$ cat config.mk
export PLATFORM = sky130hd
export DESIGN_NAME = uart_line_scheduler
export DESIGN_NICKNAME = d
export VERILOG_FILES = /design/src/rtl/uart_line_scheduler.sv
export SDC_FILE = /design/constraint.sdc
export NUM_CORES = 1
export LEC_CHECK = 0
export BUFFER_PORTS_ARGS = -buffer_cell sky130_fd_sc_hd__buf_2
export CELL_PAD_IN_SITES_DETAIL_PLACEMENT = 1
export CELL_PAD_IN_SITES_GLOBAL_PLACEMENT = 1
export CORE_MARGIN = 5
export CORE_UTILIZATION = 37
export DETAILED_ROUTE_END_ITERATION = 6
export PLACE_DENSITY = 0.76
export SLEW_MARGIN = 0
export SYNTH_ARGS = -nofsm -noshare
export SYNTH_HDL_FRONTEND = slang
export SYNTH_SLANG_ARGS = --single-unit
$ cat constraint.sdc
create_clock -name clock -period 1.76 [get_ports clock]
set_clock_uncertainty 0.1 [all_clocks]
set_input_delay 0 -clock clock [delete_from_list [all_inputs] [get_ports clock]]
set_output_delay 0 -clock clock [all_outputs]
set_load 0.05 [all_outputs]
$ cat src/rtl/uart_line_scheduler.sv
// uart_line_scheduler
// Shares one UART transmitter between several value producers. A round-robin
// arbiter grants one requester at a time, latches its 16-bit value, converts
// it to five BCD digits with a sequential double dabble, then streams the
// 9-byte ASCII line "<ch>:<d4><d3><d2><d1><d0>\r\n" to the uart byte by byte.
//
// Handshake: a requester raises req[k] with value[k] stable and keeps both
// until it sees the one-cycle ack[k] pulse; ack[k] marks the cycle after the
// value was latched, so the requester may change or drop them from then on.
// Toward the uart, uart_wr is a one-cycle strobe issued only while uart_busy
// is low; uart_dat is meaningful only in that strobe cycle.

module uart_line_scheduler #(
  parameter int NUMBER_OF_CHANNELS = 4
) (
  input  logic                              clock,
  input  logic                              reset,
  input  logic [NUMBER_OF_CHANNELS-1:0]     req,
  input  logic [16*NUMBER_OF_CHANNELS-1:0]  value,
  output logic [NUMBER_OF_CHANNELS-1:0]     ack,
  input  logic                              uart_busy,
  output logic                              uart_wr,
  output logic [7:0]                        uart_dat,
  output logic                              busy,
  output logic [2:0]                        state_dbg
);

  localparam int N = NUMBER_OF_CHANNELS;
  localparam logic [3:0] LAST_CH = 4'(N - 1);

  typedef enum logic [2:0] {
    S_IDLE    = 3'd0,
    S_CONVERT = 3'd1,
    S_SEND    = 3'd2,
    S_HOLD    = 3'd3,
    S_DRAIN   = 3'd4
  } state_t;

  state_t      state;
  logic [3:0]  pointer;
  logic [3:0]  chan;
  logic [3:0]  index;
  logic [3:0]  dd_count;
  logic [19:0] bcd;
  logic [15:0] shreg;

  logic          grant_found;
  logic [3:0]    grant_idx;
  logic [N-1:0]  grant_onehot;
  logic [15:0]   grant_value;
  logic [19:0]   bcd_adj;
  logic [7:0]    line_byte;

  assign busy      = (state != S_IDLE);
  assign state_dbg = state;

  // Round-robin pick: lowest requester at or above pointer, else lowest overall.
  always_comb begin
    grant_found  = 1'b0;
    grant_idx    = '0;
    grant_onehot = '0;
    grant_value  = '0;
    for (int i = 0; i < N; i++) begin
      if (!grant_found && req[i] && (4'(i) >= pointer)) begin
        grant_found     = 1'b1;
        grant_idx       = 4'(i);
        grant_onehot[i] = 1'b1;
        grant_value     = value[16*i +: 16];
      end
    end
    for (int i = 0; i < N; i++) begin
      if (!grant_found && req[i]) begin
        grant_found     = 1'b1;
        grant_idx       = 4'(i);
        grant_onehot[i] = 1'b1;
        grant_value     = value[16*i +: 16];
      end
    end
  end

  // Double-dabble correction: add 3 to every BCD nybble of 5 or more.
  always_comb begin
    bcd_adj = bcd;
    for (int d = 0; d < 5; d++) begin
      if (bcd[4*d +: 4] >= 4'd5) begin
        bcd_adj[4*d +: 4] = bcd[4*d +: 4] + 4'd3;
      end
    end
  end

  // Byte of the output line selected by the current index.
  always_comb begin
    line_byte = 8'h00;
    case (index)
      4'd0:    line_byte = 8'h30 + {4'h0, chan};
      4'd1:    line_byte = 8'h3A;
      4'd2:    line_byte = {4'h3, bcd[19:16]};
      4'd3:    line_byte = {4'h3, bcd[15:12]};
      4'd4:    line_byte = {4'h3, bcd[11:8]};
      4'd5:    line_byte = {4'h3, bcd[7:4]};
      4'd6:    line_byte = {4'h3, bcd[3:0]};
      4'd7:    line_byte = 8'h0D;
      4'd8:    line_byte = 8'h0A;
      default: line_byte = 8'h00;
    endcase
  end

  // Line sequencer: grant, convert, then send/hold/drain each of the 9 bytes.
  always_ff @(posedge clock) begin
    if (reset) begin
      state    <= S_IDLE;
      pointer  <= '0;
      chan     <= '0;
      index    <= '0;
      dd_count <= '0;
      bcd      <= '0;
      shreg    <= '0;
      ack      <= '0;
      uart_wr  <= 1'b0;
      uart_dat <= 8'h00;
    end else begin
      ack      <= '0;
      uart_wr  <= 1'b0;
      uart_dat <= 8'h00;
      case (state)
        S_IDLE: begin
          if (grant_found) begin
            ack      <= grant_onehot;
            chan     <= grant_idx;
            shreg    <= grant_value;
            bcd      <= '0;
            dd_count <= '0;
            pointer  <= (grant_idx == LAST_CH) ? 4'd0 : grant_idx + 4'd1;
            state    <= S_CONVERT;
          end
        end
        S_CONVERT: begin
          // One shift per cycle; the sixteenth shift completes the conversion.
          {bcd, shreg} <= {bcd_adj[18:0], shreg, 1'b0};
          dd_count     <= dd_count + 4'd1;
          if (dd_count == 4'd15) begin
            index <= '0;
            state <= S_SEND;
          end
        end
        S_SEND: begin
          if (!uart_busy) begin
            uart_wr  <= 1'b1;
            uart_dat <= line_byte;
            state    <= S_HOLD;
          end
        end
        S_HOLD: begin
          // The uart raises busy one cycle after the strobe, so it is not
          // trustworthy here.
          state <= S_DRAIN;
        end
        S_DRAIN: begin
          if (!uart_busy) begin
            if (index == 4'd8) begin
              state <= S_IDLE;
            end else begin
              index <= index + 4'd1;
              state <= S_SEND;
            end
          end
        end
        default: state <= S_IDLE;
      endcase
    end
  end

endmodule

== Word level (Yosys, flattened, before mapping) ==
Cells that the tools add are included.
W data, S select, Z words.

* Div/mod/pow operators: 0
* Equal/unequal tests: 19
* Reduce and logical (&&, ||, !) cells: 30
* Bitwise gates (word level): 3
* $lt $le $gt $ge: 9
* $mul: 0
* Add/sub/neg operators: 9
* Mux-type cells: 54
* Shift operators: 0

{| class="wikitable"
|+ Operators by type and width
! cell !! count
|-
| $mux W16 || 9
|-
| $pmux W7 S9 || 1
|-
| $mux W4 || 15
|-
| $pmux W20 S2 || 1
|-
| $pmux W16 S2 || 1
|-
| $ge A4 B3 Y1 const B || 5
|-
| $mux W20 || 1
|-
| $mux W1 || 17
|-
| $add A4 B2 Y4 const B || 4
|-
| $eq A4 B3 Y1 const B || 4
|-
| $pmux W4 S2 || 2
|-
| $mux W3 || 5
|-
| $pmux W3 S5 || 1
|-
| $add A4 B1 Y4 const B || 3
|-
| $eq A4 B2 Y1 const B || 3
|-
| $logic_and A1 B1 Y1 || 11
|-
| $ne A2 B2 Y1 const B || 5
|-
| $eq A4 B4 Y1 const B || 2
|-
| $ge A1 B4 Y1 const A || 2
|-
| $ge A2 B4 Y1 const A || 2
|-
| $reduce_and A4 Y1 || 2
|-
| $add A6 B4 Y7 const A || 1
|-
| $logic_not A1 Y1 || 7
|-
| $eq A3 B2 Y1 const B || 2
|-
| 13 further kinds || 18
|}

* Memories: 0
* Bits of input ports: 71
* Latch bits: 0
* Bits in writable memories: 0
* Word-level logic and storage cells: 134
* Memory bits (read-only): 0
* Output and inout port bits: 17
* Register bits: 68

== Depth between registers and ports, before layout ==
* Word-level depth: 29
* Depth in mapped cells: 8
* Depth with buffers taken out: 7

== Worst setup path before layout ==
Ideal clock, no wire load.

* Path kind: register to register
* Start: reg state[1], in the netlist state_dbg[1]
* End: reg pointer[1]
* Path buffers: 2
* Period minus slack after synthesis: 2220 ps
* Arrival: 2029 ps
* Required time: 1569 ps
* Setup time: 91 ps
* Setup slack: -460 ps
* Cell stages (with the launch flop): 7
* Cells stage by stage: dfxtp_1 -> buf_2 -> or3_1 -> nor2b_1 -> buf_2 -> nor2_1 -> a311oi_1

* Word-level cells in the longest chain between the ends: 2

{| class="wikitable"
|+ RTL lines
! element !! line !! source
|-
| start: declaration || 39 || <nowiki>state_t state;</nowiki>
|-
| start signal: assignment || 111 || <nowiki>state <= S_IDLE;</nowiki>
|-
| start signal: assignment || 134 || <nowiki>state <= S_CONVERT;</nowiki>
|-
| start signal: assignment || 143 || <nowiki>state <= S_SEND;</nowiki>
|-
| $logic_not A3 Y1 || 125 || <nowiki>case (state)</nowiki>
|-
| $reduce_and A2 Y1 (no source line) || n/a ||
|-
| end signal: assignment || 133 || <nowiki>pointer <= (grant_idx == LAST_CH) ? 4'd0 : grant_idx + 4'd1;</nowiki>
|-
| end: declaration || 40 || <nowiki>logic [3:0] pointer;</nowiki>
|}

No other way between the ends.
A chain may end at the register's enable or synchronous reset.

== Final worst setup path ==
* Start: reg pointer[1]
* End: reg shreg[3]

* Word-level cells in the longest chain between the ends: 29
* Elaborated cells on any way between the ends: 42
* Classes of those cells: order compare: 4; eq/ne: 1; mux: 18; reduce/logical: 19

{| class="wikitable"
|+ RTL lines
! element !! line !! source
|-
| $ge A1 B4 Y1 || 64 || <nowiki>if (!grant_found && req[i] && (4'(i) >= pointer)) begin</nowiki>
|-
| $logic_and A1 B1 Y1 || 64 ||
|-
| $mux W1 || 64 ||
|-
| $logic_not A1 Y1 || 64 ||
|-
| $logic_and A1 B1 Y1 (2 in a row) || 64 ||
|-
| $mux W1 || 64 ||
|-
| $logic_not A1 Y1 || 64 ||
|-
| $logic_and A1 B1 Y1 (2 in a row) || 64 ||
|-
| [11 not listed] || n/a ||
|-
| $logic_not A1 Y1 || 72 || <nowiki>if (!grant_found && req[i]) begin</nowiki>
|-
| $logic_and A1 B1 Y1 || 72 ||
|-
| $mux W1 || 72 ||
|-
| $logic_not A1 Y1 || 72 ||
|-
| $logic_and A1 B1 Y1 || 72 ||
|-
| $mux W16 / $mux W1 (equally long branches) || 72 ||
|-
| $mux W16 / $ne A2 B2 Y1 (equally long branches) || n/a ||
|-
| $pmux W16 S2 / $reduce_and A2 Y1 (equally long branches) || n/a ||
|-
| end signal: assignment || 130 || <nowiki>shreg <= grant_value;</nowiki>
|-
| end signal: assignment || 139 || <nowiki>{bcd, shreg} <= {bcd_adj[18:0], shreg, 1'b0};</nowiki>
|-
| end: declaration || 45 || <nowiki>logic [15:0] shreg;</nowiki>
|}

Several ways; a longest one is shown, not always the timed one. The select of a mux whose other input is x is not followed.

==> reports/qor.yml <==
syn_to_final_growth_pct: 42.5
drc: 0
ys_ff_latch: 61
cts_sinks: 61
tritoncts: "built"
grt_pass1_vias: 5246
vias: 5014
top_layer: "met4"
cp.required_ns: 1.87
async_flop_share: 0
r2r-end: "shreg[3]$_SDFFE_PP0P_"
grt_setup_unrepaired: "yes"
clock_path_buffers: 2
layoutNonFillerInstCount: 829
clk_latency_ns: 0.34
setup_viol: 2
cp.arrival_ns: 1.91
synthCells: 530
initial_core_util: 0.373
grt_max_degree: 37
clk_pin_slew_ns: 0.06
port_buffers: 85
yosys.cell_types.count: 60
netlist_area_mm2: 0.00423
worstSetupEndpointType: "flop"
wl_per_cell_um: 21.1
grt_pass1_wl_mm: 26.5
worstRegToRegCells: 6
dieArea_mm2: 0.0137
synth_top_area_cell: "dfxtp_1"
min_from: "value[5]"
min_to: "shreg[5]$_SDFFE_PP0P_"
core_mm2: 0.0113
io_pins: 88
hold_viol_final: 1
place_area_mm2: 0.00504
path_max_fanout: 8
final_cell_area_mm2: 0.00602
powerDensity_mw_per_mm2: 724
numCtsBuffers: 9
holdPathStages: 4
cts_root_buffer: "clkbuf_16"
period_needed_ns: 1.81
peakVddDrop_mv: 0.678
vias_per_cell: 6.05
violations: "hold timing, setup timing"
synth_edf_count: 0
met1_length_mm: 7.14
die_h_um: 117
antenna_found_initial: 4
synth_top_area_share: 0.289
place_hpwl_mm: 11.0
fill_cells: 1335
r2r_slack_ns: -0.05
yosysSeqAreaShare: 0.289
power_leakage_nw: 2.48
wl_met3_mm: 1.12
drt_wl_total_mm: 17.5
yosys_warnings: 0
synthTopCellsByCount: "dfxtp_1 (61), nor2_1 (51), nand2_1 (46)"
criticalPathCategory: "flop to flop"
slowest_delay_ns: 0.37
timing.rr.start: "pointer[1]$_SDFFE_PP0P_"
hold_slack_ns: -0.0000661
fin_crit_sh: 1.03
syn-mean-instance-area_um2: 7.97
critPathSlowestCell: "dfxtp_4"
drive_above_1_share: 0.317
die_w_um: 117
place_congestion: 0.847
yosysMostFrequentCell: "dfxtp_1"
ant_nets: 0
ys.flop_type: "dfxtp_1"
cp-start-kind: "flop"
met2_wirelength_mm: 8.64
place_inst: 755
synth_area_leaders: "dfxtp_1 (29%), nor2_1 (4.5%), ha_1 (4.4%)"
cap_violations: 0
drtPass1Iterations: 6
fin_ws_ns: -0.0463
hold_path_class: "input port to flop"
outcome: "finished with violations"
htreeDepth: 3
path_cells: "nor2b_4 -> o2111a_2 -> buf_4 -> a221o_1 -> nor2_1 -> a21oi_2"
drv_slew: 0
drtIter0Drc: 529
fin_util: 0.532
placement_rows: 39
finalNetCount: 763
gr-total-overflow: 0
grt_use_total: 0.248
fmax_ghz: 0.554
-- kinds of logic (layout without fill, tap and decap cells) --
| logic type | Yosys count | in the layout | share of synthesized area |
|---|---|---|---|
| fa+ha+maj | 15 | 15 | 0.0444 |
| other cells | 1 | 6 | 0.000887 |
| simple gates | 170 | 170 | 0.199 |
| flops | 61 | 61 | 0.289 |
| xor+xnor | 9 | 9 | 0.0187 |
| mux | 13 | 13 | 0.0308 |
| buf+inv | 71 | 222 | 0.0802 |
| compound gates | 190 | 190 | 0.337 |
-- sequential cells by signal, summed over array words and instances (netlist names) --
signal / flops
ack: 4
bcd: 20
chan: 2
dd_count: 4
index: 4
pointer: 2
shreg: 16
state_dbg: 3
uart_dat: 5
uart_wr: 1
-- final cells by class --
class	count	area (um2)	share of cell area
Tap cell	143	179	0.0297
Clock buffer	11	243	0.0403
Inverter	23	86.3	0.0143
Sequential cell	61	1240	0.206
Timing Repair Buffer	183	1350	0.224
Antenna cell	4	10.0	0.00166
Multi-Input combinational cell	399	2830	0.470
Clock inverter	5	82.6	0.0137
-- report_power, final --
part | internal (mW) | switching, mW | leakage [nW] | total [mW]
sequential | 1.43 | 0.0592 | 0.500 | 1.49
combinational | 0.399 | 0.490 | 1.82 | 0.889
clock | 1.28 | 0.703 | 0.156 | 1.99
-- per-stage QoR --
stage / setup TNS [ns] / power [mW] / hold WS (ns) / setup WS (ns)
after detailed placement: -0.508 / 2.24 / 0.190 / -0.0831
after global routing: -0.534 / 4.50 / 0.0317 / -0.0884
after floorplan: -0.0957 / 1.95 / 0.0257 / -0.0189
after global placement: -0.0168 / 2.21 / 0.183 / -0.0168
final: -0.0559 / 4.36 / -0.0000661 / -0.0463
after CTS: 0 / 4.28 / 0.00346 / 0.00426
-- placed cells by master, fill, tap and decap left out, drive strengths merged, types with 8 or more instances in the layout --
master | synthesis | final
buf | 23 | 137
dfxtp | 61 | 61
nor2 | 51 | 51
nand2 | 46 | 46
dlygate4sd3 | 0 | 45
a21oi | 43 | 43
inv | 23 | 24
o21ai | 21 | 21
a31oi | 18 | 18
nand3 | 17 | 17
a22o | 17 | 17
ha | 15 | 15
a211oi | 14 | 14
mux2i | 13 | 13
clkbuf | 25 | 12
nor3 | 12 | 12
and3b | 11 | 11
o22ai | 11 | 11
a22oi | 11 | 11
xnor2 | 9 | 9
a222oi | 9 | 9
nor2b | 8 | 8
-- layer usage --
layer  vias up  GRT usage
met5         -          0
met4         0      0.121
met3        55     0.0478
met2       240      0.422
met1      2446      0.299
li1       2273          -
-- worst max-delay path, delay by kind of cell (launching register included) --
| kind | cells | cell delay [ns] |
|---|---|---|
| AOI/OAI and AO/OA | 3 | 0.71 |
| buffers and inverters | 1 | 0.19 |
| DFF | 1 | 0.37 |
| and+or+nand+nor | 2 | 0.29 |
-- timing repair --
item,4_1_cts,5_1_grt
gates cloned,0,1
resized for setup,6,28
hold endpoints to repair,22,0
setup buffers,0,8
pin swaps,1,3
hold buffers,45,0
endpoints found under the setup margin,18,28
-- worst max-delay path by stage --
stage                                    startpoint                       end  slack (ns)  cells after the start
final                       pointer[1]$_SDFFE_PP0P_     shreg[3]$_SDFFE_PP0P_       -0.05                      6
after global routing      state_dbg[0]$_SDFFE_PP0P_     shreg[3]$_SDFFE_PP0P_       -0.09                      6
after CTS                   pointer[1]$_SDFFE_PP0P_     shreg[8]$_SDFFE_PP0P_       0.004                      6
after detailed placement    pointer[1]$_SDFFE_PP0P_     shreg[8]$_SDFFE_PP0P_       -0.08                      6
after global placement      pointer[1]$_SDFFE_PP0P_    shreg[12]$_SDFFE_PP0P_       -0.02                      6
after floorplan           state_dbg[2]$_SDFFE_PP0P_  dd_count[3]$_SDFFE_PP0P_       -0.02                      7
Note: power is estimated with default switching activity, not from simulation.
